--- src/rtl/fport_reader.sv ---
// Debounced input port: synchronises a WIDTH-bit pin bus, accepts a new value once it is held
// stable, and offers it to a consumer with a valid/ready event. Define FPORT_EDGE_EN to add rise/fall outputs.
module fport_reader #(
    parameter int WIDTH           = 5,
    parameter int SYNC_STAGES     = 2,
    parameter int DEBOUNCE_CYCLES = 12000
) (
    input  logic             clk,
    input  logic             rstn,
    input  logic [WIDTH-1:0] pins_in,
    output logic [WIDTH-1:0] data,
    output logic             changed,
    output logic [WIDTH-1:0] ev_data,
    output logic             ev_valid,
    input  logic             ev_ready,
    output logic             overflow
`ifdef FPORT_EDGE_EN
    ,
    output logic [WIDTH-1:0] rise,
    output logic [WIDTH-1:0] fall
`endif
);

    localparam int CW = $clog2(DEBOUNCE_CYCLES + 1);

    logic [SYNC_STAGES-1:0][WIDTH-1:0] chain;
    logic [WIDTH-1:0]                  sync;
    logic [WIDTH-1:0]                  sync_q;
    logic [CW-1:0]                     cnt;
    logic [CW-1:0]                     cnt_nxt;
    logic                              upd;

    assign sync = chain[SYNC_STAGES-1];

    // The first cycle a new value shows up at sync already counts towards the
    // stability window, so a clean step lands SYNC_STAGES + DEBOUNCE_CYCLES after the pin edge.
    always_comb begin
        // NOTE: defaults first so every path assigns every output; no latch is inferred.
        upd     = 1'b0;
        cnt_nxt = '0;
        if (sync != data) begin
            if (sync != sync_q) begin
                if (DEBOUNCE_CYCLES == 1) upd = 1'b1;
                else                      cnt_nxt = CW'(1);
            end else if (cnt == CW'(DEBOUNCE_CYCLES - 1)) begin
                upd = 1'b1;
            end else begin
                cnt_nxt = cnt + 1'b1;
            end
        end
    end

    always_ff @(posedge clk) begin
        if (!rstn) begin
            chain    <= '0;
            sync_q   <= '0;
            cnt      <= '0;
            data     <= '0;
            changed  <= 1'b0;
            ev_data  <= '0;
            ev_valid <= 1'b0;
            overflow <= 1'b0;
        end else begin
            // NOTE: non-blocking assignments so every register sees pre-edge values.
            chain   <= {chain[SYNC_STAGES-2:0], pins_in};
            sync_q  <= sync;
            cnt     <= cnt_nxt;
            changed <= upd;
            if (upd) begin
                data     <= sync;
                ev_data  <= sync;
                ev_valid <= 1'b1;
                // An unconsumed event is being replaced by a newer one.
                if (ev_valid && !ev_ready) overflow <= 1'b1;
            end else if (ev_valid && ev_ready) begin
                ev_valid <= 1'b0;
            end
        end
    end

`ifdef FPORT_EDGE_EN
    always_ff @(posedge clk) begin
        if (!rstn) begin
            rise <= '0;
            fall <= '0;
        end else begin
            rise <= upd ? (sync & ~data) : '0;
            fall <= upd ? (~sync & data) : '0;
        end
    end
`endif

endmodule
--- config.mk ---
export PLATFORM = sky130hd
export DESIGN_NAME = fport_reader
export DESIGN_NICKNAME = d
export VERILOG_FILES = /design/src/rtl/fport_reader.sv
export SDC_FILE = /design/constraint.sdc
export NUM_CORES = 1
export LEC_CHECK = 0
export BUFFER_PORTS_ARGS = -buffer_cell sky130_fd_sc_hd__buf_4
export CORE_ASPECT_RATIO = 1.2
export CORE_UTILIZATION = 49
export DETAILED_ROUTE_END_ITERATION = 7
export GPL_ROUTABILITY_DRIVEN = 0
export GPL_TIMING_DRIVEN = 0
export PLACE_DENSITY = 0.75
export SYNTH_ARGS = -nofsm -noshare
export SYNTH_HDL_FRONTEND = slang
export SYNTH_SLANG_ARGS = --single-unit
--- constraint.sdc ---
create_clock -name clk -period 1.6 [get_ports clk]
set_input_delay 0.08 -clock clk [delete_from_list [all_inputs] [get_ports clk]]
set_output_delay 0.08 -clock clk [all_outputs]
set_load 0.01 [all_outputs]
Yosys cells after proc, flatten, opt, wreduce, memory -nomap -nowiden
Index checks and enable logic that the tools add are counted.
{"block": "word_totals", "ff_bits": 37, "in_bits": 8, "out_inout_bits": 13, "elab_cells": 29}
{"block": "op_classes", "n_addsub": 1, "eq_ne": 3, "mux": 7, "n_bitwise": 2, "n_reduce_logical": 7}
{"op": "14-bit by 1-bit adder with 14-bit output, second input constant", "count": 1}
{"op": "14-bit equality test, second input constant", "count": 1}
{"op": "5-bit != test", "count": 2}
{"op": "1-bit two-way mux", "count": 7}
{"op": "2-bit AND reduction", "count": 2}
{"op": "4-bit OR reduction", "count": 1}
{"op": "1-bit logical AND", "count": 2}
{"op": "1-bit inverter", "count": 2}
{"op": "2-bit nonzero test", "count": 1}
{"op": "1-bit zero test", "count": 1}

Logic depth before layout (Yosys ltp)
Gate-level depths: netlist (run 1).
{"block": "logic_depth", "ltp_word": 5, "depth_mapped": 7, "depth_no_buf": 6}

Worst setup path after synthesis (run 1)
OpenSTA, ideal clock, no wires.
{"block": "synth_timing", "path_type": "register to register", "from": "reg cnt[0]", "to": "reg ev_data[0]", "setup_ns": 0.123, "arrival_time_ns": 1.430, "required_time_ns": 1.477, "path_slack_ns": 0.047, "path_stages_with_launch": 8, "n_path_buf": 1, "synth_period_minus_slack_ns": 1.553, "cell_sequence": "dfxtp_1 -> ha_1 -> nand4_1 -> nor4_1 -> nand3_1 -> buf_2 -> nand3_1 -> o21ai_0"}
{"block": "synth_between", "elab_chain_len": 4}
{"item": "start, declared", "line": "29", "rtl": "logic [CW-1:0] cnt;"}
{"item": "start signal, assigned", "line": "67", "rtl": "cnt <= cnt_nxt;"}
{"item": "14-bit equality test", "line": "45", "rtl": "end else if (cnt == CW'(DEBOUNCE_CYCLES - 1)) begin"}
{"item": "1-bit two-way mux", "line": "45"}
{"item": "1-bit two-way mux", "line": "42", "rtl": "if (sync != sync_q) begin"}
{"item": "1-bit two-way mux", "line": "41", "rtl": "if (sync != data) begin"}
{"item": "end signal, assigned", "line": "71", "rtl": "ev_data <= sync;"}
{"item": "end, declared", "line": "13", "rtl": "output logic [WIDTH-1:0] ev_data,"}
Every way passes these cells.
A chain may end at the register's enable or synchronous reset.

Worst setup path in the final report (run 1)
{"block": "layout_timing", "from": "reg cnt[0]", "to": "reg cnt[5]"}
{"block": "layout_between", "elab_chain_len": 2, "word_cells_on_any_way": 3, "cone_classes": "1 x add/sub; 1 x eq/ne; 1 x reduce/logical"}
{"item": "branches (longest 2 deep; another with 14-bit by 1-bit adder with 14-bit output)"}
Parallel ways; which one is timed is not known.

==> results of run 1 <==
[worst max-delay path by stage]
stage / end / slack [ns] / start / cells after the start
4_1_cts: ev_data[0] / -0.03 / cnt[1] / 7
3_3_place_gp: ev_data[3] / -0.22 / cnt[0] / 7
2_1_floorplan: ev_data[0] / 0.05 / cnt[0] / 7
6_report: cnt[5] / 0.04 / cnt[0] / 7
3_5_place_dp: ev_data[3] / -0.31 / cnt[0] / 7
5_1_grt: ev_data[2] / -0.02 / cnt[1] / 7
[cells in the final DEF, fill, tap and decap left out, types with 2 or more instances in the layout]
master	synthesis	routed
o21ai_1	0	2
and2_1	10	10
nand2_1	10	10
dfxtp_2	0	9
buf_4	5	31
buf_6	1	2
nor2_1	24	23
clkbuf_4	0	5
clkinv_2	0	2
xor2_2	0	2
xor2_1	10	8
xnor2_1	12	12
nor3_1	4	3
nand4_1	3	3
dfxtp_4	0	5
inv_1	8	8
dlygate4sd3_1	0	6
nor2b_1	3	2
o21ai_0	5	3
nand3_1	12	11
dfxtp_1	37	23
clkbuf_1	2	3
[synthesized netlist by cell type (all sizes together)]
| library cell | count |
|---|---|
| or3 | 1 |
| nand3 | 12 |
| clkbuf | 2 |
| inv | 8 |
| nor2 | 24 |
| nor4 | 1 |
| nand4bb | 1 |
| dfxtp | 37 |
| and2 | 10 |
| nand2 | 10 |
| ha | 1 |
| xnor2 | 12 |
| o21ai | 5 |
| nor2b | 3 |
| buf | 7 |
| nand4 | 3 |
| a31o | 1 |
| nor3 | 4 |
| and4 | 1 |
| o21a | 1 |
| mux2i | 1 |
| xor2 | 10 |
[worst max-delay path, delay by kind of cell, from the launching register on]
family / cells / cell delay [ns]
flip-flops: 1 / 0.37
adder cells (fa/ha/maj): 1 / 0.15
AND/OR/NAND/NOR: 4 / 0.69
buffers and inverters: 2 / 0.29
[per-stage QoR]
stage	worst slack [ns]	cell area, µm²	setup TNS (ns)
3_3_place_gp	-0.2168	1627	-2.429
2_1_floorplan	0.04733	1434	0
4_1_cts	-0.02657	1822	-0.08707
5_1_grt	-0.01598	1898	-0.05973
6_report	0.04219	1898	0
3_5_place_dp	-0.3083	1627	-3.358
[metal layers]
metal,vias to the layer above,routed length (µm),global-route usage (%)
met1,525,1051,20.21
met2,20,1558,38.96
met5,-,0,0
met4,0,58,11.58
met3,6,90,6.667
li1,573,-,-
[registers in the layout (all words and copies together), names as in the netlist]
signal	flops
chain	5
changed	1
cnt	14
ev_data	5
ev_valid	1
overflow	1
sync	5
sync_q	5
[where the power goes]
part	internal, mW	switching, mW
logic	0.0620	0.0465
clock network	0.167	0.292
registers	0.934	0.0117
[cells by family after synthesis]
logic type               count (synthesis)
multiplexers                             1
XOR/XNOR                                22
AO/OA/AOI/OAI                            7
buffers and inverters                   17
AND/OR/NAND/NOR                         70
adder cells (fa/ha/maj)                  1
flip-flops                              37
[timing repair]
action | CTS | global route
cloned | 1 | 0
endpoints found under the setup margin | 21 | 18
hold buffers | 6 | 0
pin swaps | 3 | 4
gates resized for setup | 17 | 17
buffers inserted | 3 | 3
endpoints found under the hold margin | 8 | 0
[cell type report]
cell class | instances | area share [%]
Sequential cell | 37 | 40.61
Multi-Input combinational cell | 101 | 35.60
Timing Repair Buffer | 33 | 13.71
Buffer | 9 | 3.560
Tap cell | 34 | 2.241
Clock buffer | 6 | 2.175
Inverter | 8 | 1.582
Clock inverter | 2 | 0.5274
==> flow_summary_export.csv, run 1 <==
group,metric,value,unit
floorplanning,coreArea,2785,µm²
cells_and_area,finish.utilization,68.15,%
worst_setup_path,crit_chain,"ha_4 > nand4_1 > nor4_4 > buf_4 > or3_4 > buf_4 > nor2_1",
route,dr.first_iter.drc_count,11,
synthesis,yosys.area_share.adder,0.8726,%
timing,fin_skew,0.002525,ns
cells_and_area,drive_above_1_share,33.16,%
timing,whs,0.04708,ns
worst_setup_path,critPathRequiredTime,1.87,ns
placement,io_buffers,20,
min_path,hold_end,"overflow",
synthesis,ys_seq_area_share,51.66,%
synthesis,synth.avg_cell_area,9.251,µm²
worst_setup_path,reg2reg_slack,0.04,ns
pwr,leakage,0.7782,nW
cts,cts_buffer_depth,2,
synthesis,ys_seq_elements,37,
floorplanning,fp.dieW,51.38,µm
worst_setup_path,criticalPathCategory,"flop to flop",
min_path,whs_path_depth,4,
route,route.vias.total,1124,
timing,finalSetupViolations,0,
worst_setup_path,crit_path_max_fanout,3,
pwr,p_total,1.513,mW
grt,first_global_vias,1076,
placement,detailed_place_hpwl,1911,µm
synthesis,synth_cells,155,
route,drc,0,
synthesis,synth_top_family_by_area,"simple AND/OR/NAND/NOR gates",
synthesis,yosysWarnings,0,
worst_setup_path,worstPathArrival,1.83,ns
grt,antenna_found_initial,0,
synthesis,synth_area_leader_cell,"dfxtp_1",
grt,gr-total-overflow,0,
worst_setup_path,reg2reg_to,"cnt[5]",
route,wirelength,2758,µm
pwr,p_per_area,797.3,nW/µm²
route,routedWlPerCell,11.99,µm
floorplanning,placementRows,21,
timing,relSlewSlack,73.26,%
synthesis,synth_xor_area_share,13.44,%
timing,min_period_over_period,97.36,%
synthesis,syn-num-nets,164,
worst_setup_path,cp_slowest_cell,"dfxtp_4",
worst_setup_path,startpoint_type,"flop",
cts,clock_latency,0.34,ns
worst_setup_path,r2r_cells,7,
status,outcome,"finished clean",
timing,fin_crit,1.558,ns
cts,cts_buffers,5,
cells_and_area,filler_cell_count,227,
placement,dp.cells,209,
synthesis,muxShareOfSynthArea,0.6981,%
cells_and_area,final_nets,204,
cts,cts_tree,"built",
cells_and_area,multi_input_area,675.6,µm²
cts,root_buffer,"clkbuf_4",
synthesis,synth.top_cell.area_share,51.66,%
synthesis,synth_area_leaders,"dfxtp_1 52%, xnor2_1 7.3%, nor2_1 6.3%",
cts,cts.sinks,37,
timing,max_freq,641.9,MHz
worst_setup_path,cp_common_cell,"buf_4",
floorplanning,ios,21,
timing,hold_violations,0,
floorplanning,start_util,51.48,%
cells_and_area,antennaDiodeCount,0,
timing,slew_violations,0,
grt,grt_pass1_wl,4595,µm
cts,clk_pin_slew,0.10,ns
route,dr.pass1.iters,4,
pwr,ir_worst_vdd,0.6788,mV
cts,cts_htree_levels,2,
synthesis,synth-compound-area-share,2.880,%
worst_setup_path,crit_path_max_incr_delay,0.37,ns
synthesis,syn_area,1434,µm²
synthesis,yosys.area_share.simple,24.08,%
min_path,min-delay-start,"ev_ready",
cells_and_area,final_cells,230,
route,vias_per_cell,4.887,
worst_setup_path,setup.worst_path.end_class,"flop",
cells_and_area,area_growth_syn_to_layout,32.37,%
synthesis,yosysUniqueCellTypes,24,
route,detail-route-antenna-nets,0,
flow_run,cap_violations,0,
timing,rsz0062_at_grt,"true",
timing,tightest_slew,0.4012,ns
min_path,hold_class,"input port to flop",
grt,grt_use_total,20.82,%
worst_setup_path,timing.rr.start,"cnt[0]",
floorplanning,fp.dieH,61.26,µm
cells_and_area,regArea,770.7,µm²
grt,grt_max_degree,12,
floorplanning,die_area,3147,µm²
Note: power is estimated with default switching activity, not from simulation.
==> run 2, diff against run 1 <==
--- a/config.mk
+++ b/config.mk
@@ -6,12 +6,14 @@
 export NUM_CORES = 1
 export LEC_CHECK = 0
 export BUFFER_PORTS_ARGS = -buffer_cell sky130_fd_sc_hd__buf_4
-export CORE_ASPECT_RATIO = 1.2
+export CORE_ASPECT_RATIO = 1.4
+export CORE_MARGIN = 3
 export CORE_UTILIZATION = 49
 export DETAILED_ROUTE_END_ITERATION = 7
 export GPL_ROUTABILITY_DRIVEN = 0
 export GPL_TIMING_DRIVEN = 0
 export PLACE_DENSITY = 0.75
+export SETUP_SLACK_MARGIN = 0.5
 export SYNTH_ARGS = -nofsm -noshare
 export SYNTH_HDL_FRONTEND = slang
 export SYNTH_SLANG_ARGS = --single-unit
==> run 2 against run 1 <==
Utilization rose by 11 points. Clock skew is 0.0045 ns higher. Sequential cell count stayed put. Sequential power hardly changed. Worst setup slack lost 0.010 ns. Via count up 3.6%.
==> flow_summary_export.csv, run 2 (synthesis gave the netlist of run 1 again) <==
group,metric,value,unit
status,outcome,"finished clean",
timing,min_period_over_period,98.02,%
cells_and_area,final_common_cell,"buf_4",
timing,max_freq,637.6,MHz
pwr,p_per_area,834.3,nW/µm²
pwr,ir_worst_vdd,0.8207,mV
cells_and_area,largest_reg_flops,14,
worst_setup_path,crit_family,"simple AND/OR/NAND/NOR gates",
timing,rsz0062_at_grt,"true",
route,dr.pass1.iters,4,
cts,cts_tree,"built",
cts,root_buffer,"clkbuf_4",
cells_and_area,filler_cell_count,178,
timing,finalSetupTns,0,ns
timing,setup_ws,0.03173,ns
timing,finalSetupViolations,0,
floorplanning,fp.dieH,70.01,µm
worst_setup_path,crit_buf_inv,1,
flow_run,cap_violations,0,
min_path,min-delay-start,"ev_ready",
worst_setup_path,worstPathArrival,1.85,ns
timing,fin_skew,0.007042,ns
worst_setup_path,cp_slowest_cell,"or3_4",
timing,tightest_slew,0.4543,ns
cts,cts_buffer_depth,2,
min_path,hold_class,"input port to flop",
cells_and_area,final_nets,211,
worst_setup_path,timing.rr.start,"sync[1]",
grt,antenna_found_initial,0,
cts,cts_buffers,5,
route,detail-route-antenna-nets,0,
floorplanning,coreArea,2698,µm²
worst_setup_path,crit_path_max_fanout,5,
cells_and_area,regMostFlops,"cnt",
grt,grt_pass1_wl,4754,µm
worst_setup_path,r2r_cells,6,
timing,hold_violations,0,
floorplanning,ios,21,
route,routedWlPerCell,12.83,µm
timing,fin_crit,1.568,ns
route,wirelength,3067,µm
placement,post-place-ws,-0.04590,ns
worst_setup_path,criticalPathCategory,"flop to flop",
grt,grt_max_degree,12,
worst_setup_path,setup.worst_path.end_class,"flop",
timing,relSlewSlack,69.71,%
cells_and_area,multi_input_area,770.7,µm²
placement,io_buffers,20,
min_path,whs_path_depth,4,
floorplanning,fp.dieW,51.72,µm
cells_and_area,drive_above_1_share,43.35,%
route,drc,0,
cells_and_area,design_area,2131,µm²
worst_setup_path,crit_path_max_incr_delay,0.42,ns
floorplanning,start_util,53.15,%
floorplanning,placementRows,22,
timing,slew_violations,0,
cells_and_area,antennaDiodeCount,0,
grt,grt_use_total,17.59,%
route,route.vias.total,1164,
worst_setup_path,startpoint_type,"flop",
route,dr.first_iter.drc_count,21,
worst_setup_path,reg2reg_to,"cnt[8]",
route,vias_per_cell,4.870,
min_path,hold_end,"overflow",
cts,cts_htree_levels,2,
grt,first_global_vias,1180,
cts,clk_pin_slew,0.11,ns
pwr,leakage,0.8435,nW
cells_and_area,regArea,769.5,µm²
cts,cts.sinks,37,
floorplanning,die_area,3621,µm²
cells_and_area,mostFrequentLayoutCells,"31 x buf_4, 22 x dfxtp_1, 13 x nor2_1, 12 x xnor2_1, 11 x dfxtp_2",
cts,clock_latency,0.33,ns
worst_setup_path,critPathRequiredTime,1.88,ns
worst_setup_path,crit_chain,"xor2_2 > nor3_2 > nand2_1 > or3_4 > clkbuf_16 > nor2_1",
cells_and_area,area_growth_syn_to_layout,48.60,%
grt,gr-total-overflow,0,
placement,place_area,1668,µm²
placement,detailed_place_hpwl,1947,µm
worst_setup_path,reg2reg_slack,0.03,ns
pwr,p_total,1.778,mW
-- run 2: cell count changes in the layout (fill, tap and decap cells not counted), moves of 3 or more --
cell     before  now
nor2_4        0    8
nor2_1       23   13
o21ai_1       2    5
buf_6         2    8
o21ai_0       3    0
-- run 2: power by group --
group | switching, mW | internal, mW | leakage [nW] | total (mW)
logic | 0.0681 | 0.0926 | 0.489 | 0.161
clock network | 0.296 | 0.373 | 0.0455 | 0.669
registers | 0.0125 | 0.935 | 0.309 | 0.948
total | 0.377 | 1.40 | 0.844 | 1.78
-- run 2: tightest hold or removal path: cells and delay by family --
family	cells	cell delay, ns
AOI/OAI and AO/OA	1	0.07
buffers and inverters	1	0.08
and+or+nand+nor	2	0.12
-- run 2: metal layers --
metal  wire (µm)  track usage, %
met1        1013           15.65
met2        1888           34.14
met3         120           6.397
met4          44           6.122
met5           0               0
-- run 2: how the worst max path moves through the flow --
stage	slack [ns]	start	endpoint	cells past startpoint
after detailed placement	-0.05	cnt[5]	ev_data[4]	5
after CTS	0.08	sync[4]	cnt[9]	6
after global routing	-0.07	cnt[1]	ev_data[4]	6
final	0.03	sync[1]	cnt[8]	6
after floorplan	0.17	sync[1]	cnt[1]	6
after global placement	-0.02	cnt[5]	ev_data[4]	5
-- run 2: through the flow --
step,utilization [%],instances,hold slack (ns)
after CTS,71.66,232,0.04548
after global routing,78.99,239,0.04865
after detailed placement,61.83,211,0.2923
after floorplan,-,155,0.1910
final,78.99,239,0.05108
after global placement,61.83,211,0.2909
-- run 2: cell type report --
class	count	share of cell area (%)
tap	36	2.114
clock buffer	7	2.584
buffer	9	3.699
inverter	8	1.409
sequential	37	36.11
timing repair buffer	40	16.50
clock inverter	1	1.409
multi-input combinational	101	36.17
-- run 2: repair_timing --
item / CTS / global route
setup buffers: 7 / 6
endpoints found under the hold margin: 8 / 0
setup endpoints to repair: 22 / 26
hold buffers: 6 / 0
cloned: 0 / 1
pin swaps: 3 / 10
gates resized for setup: 14 / 37
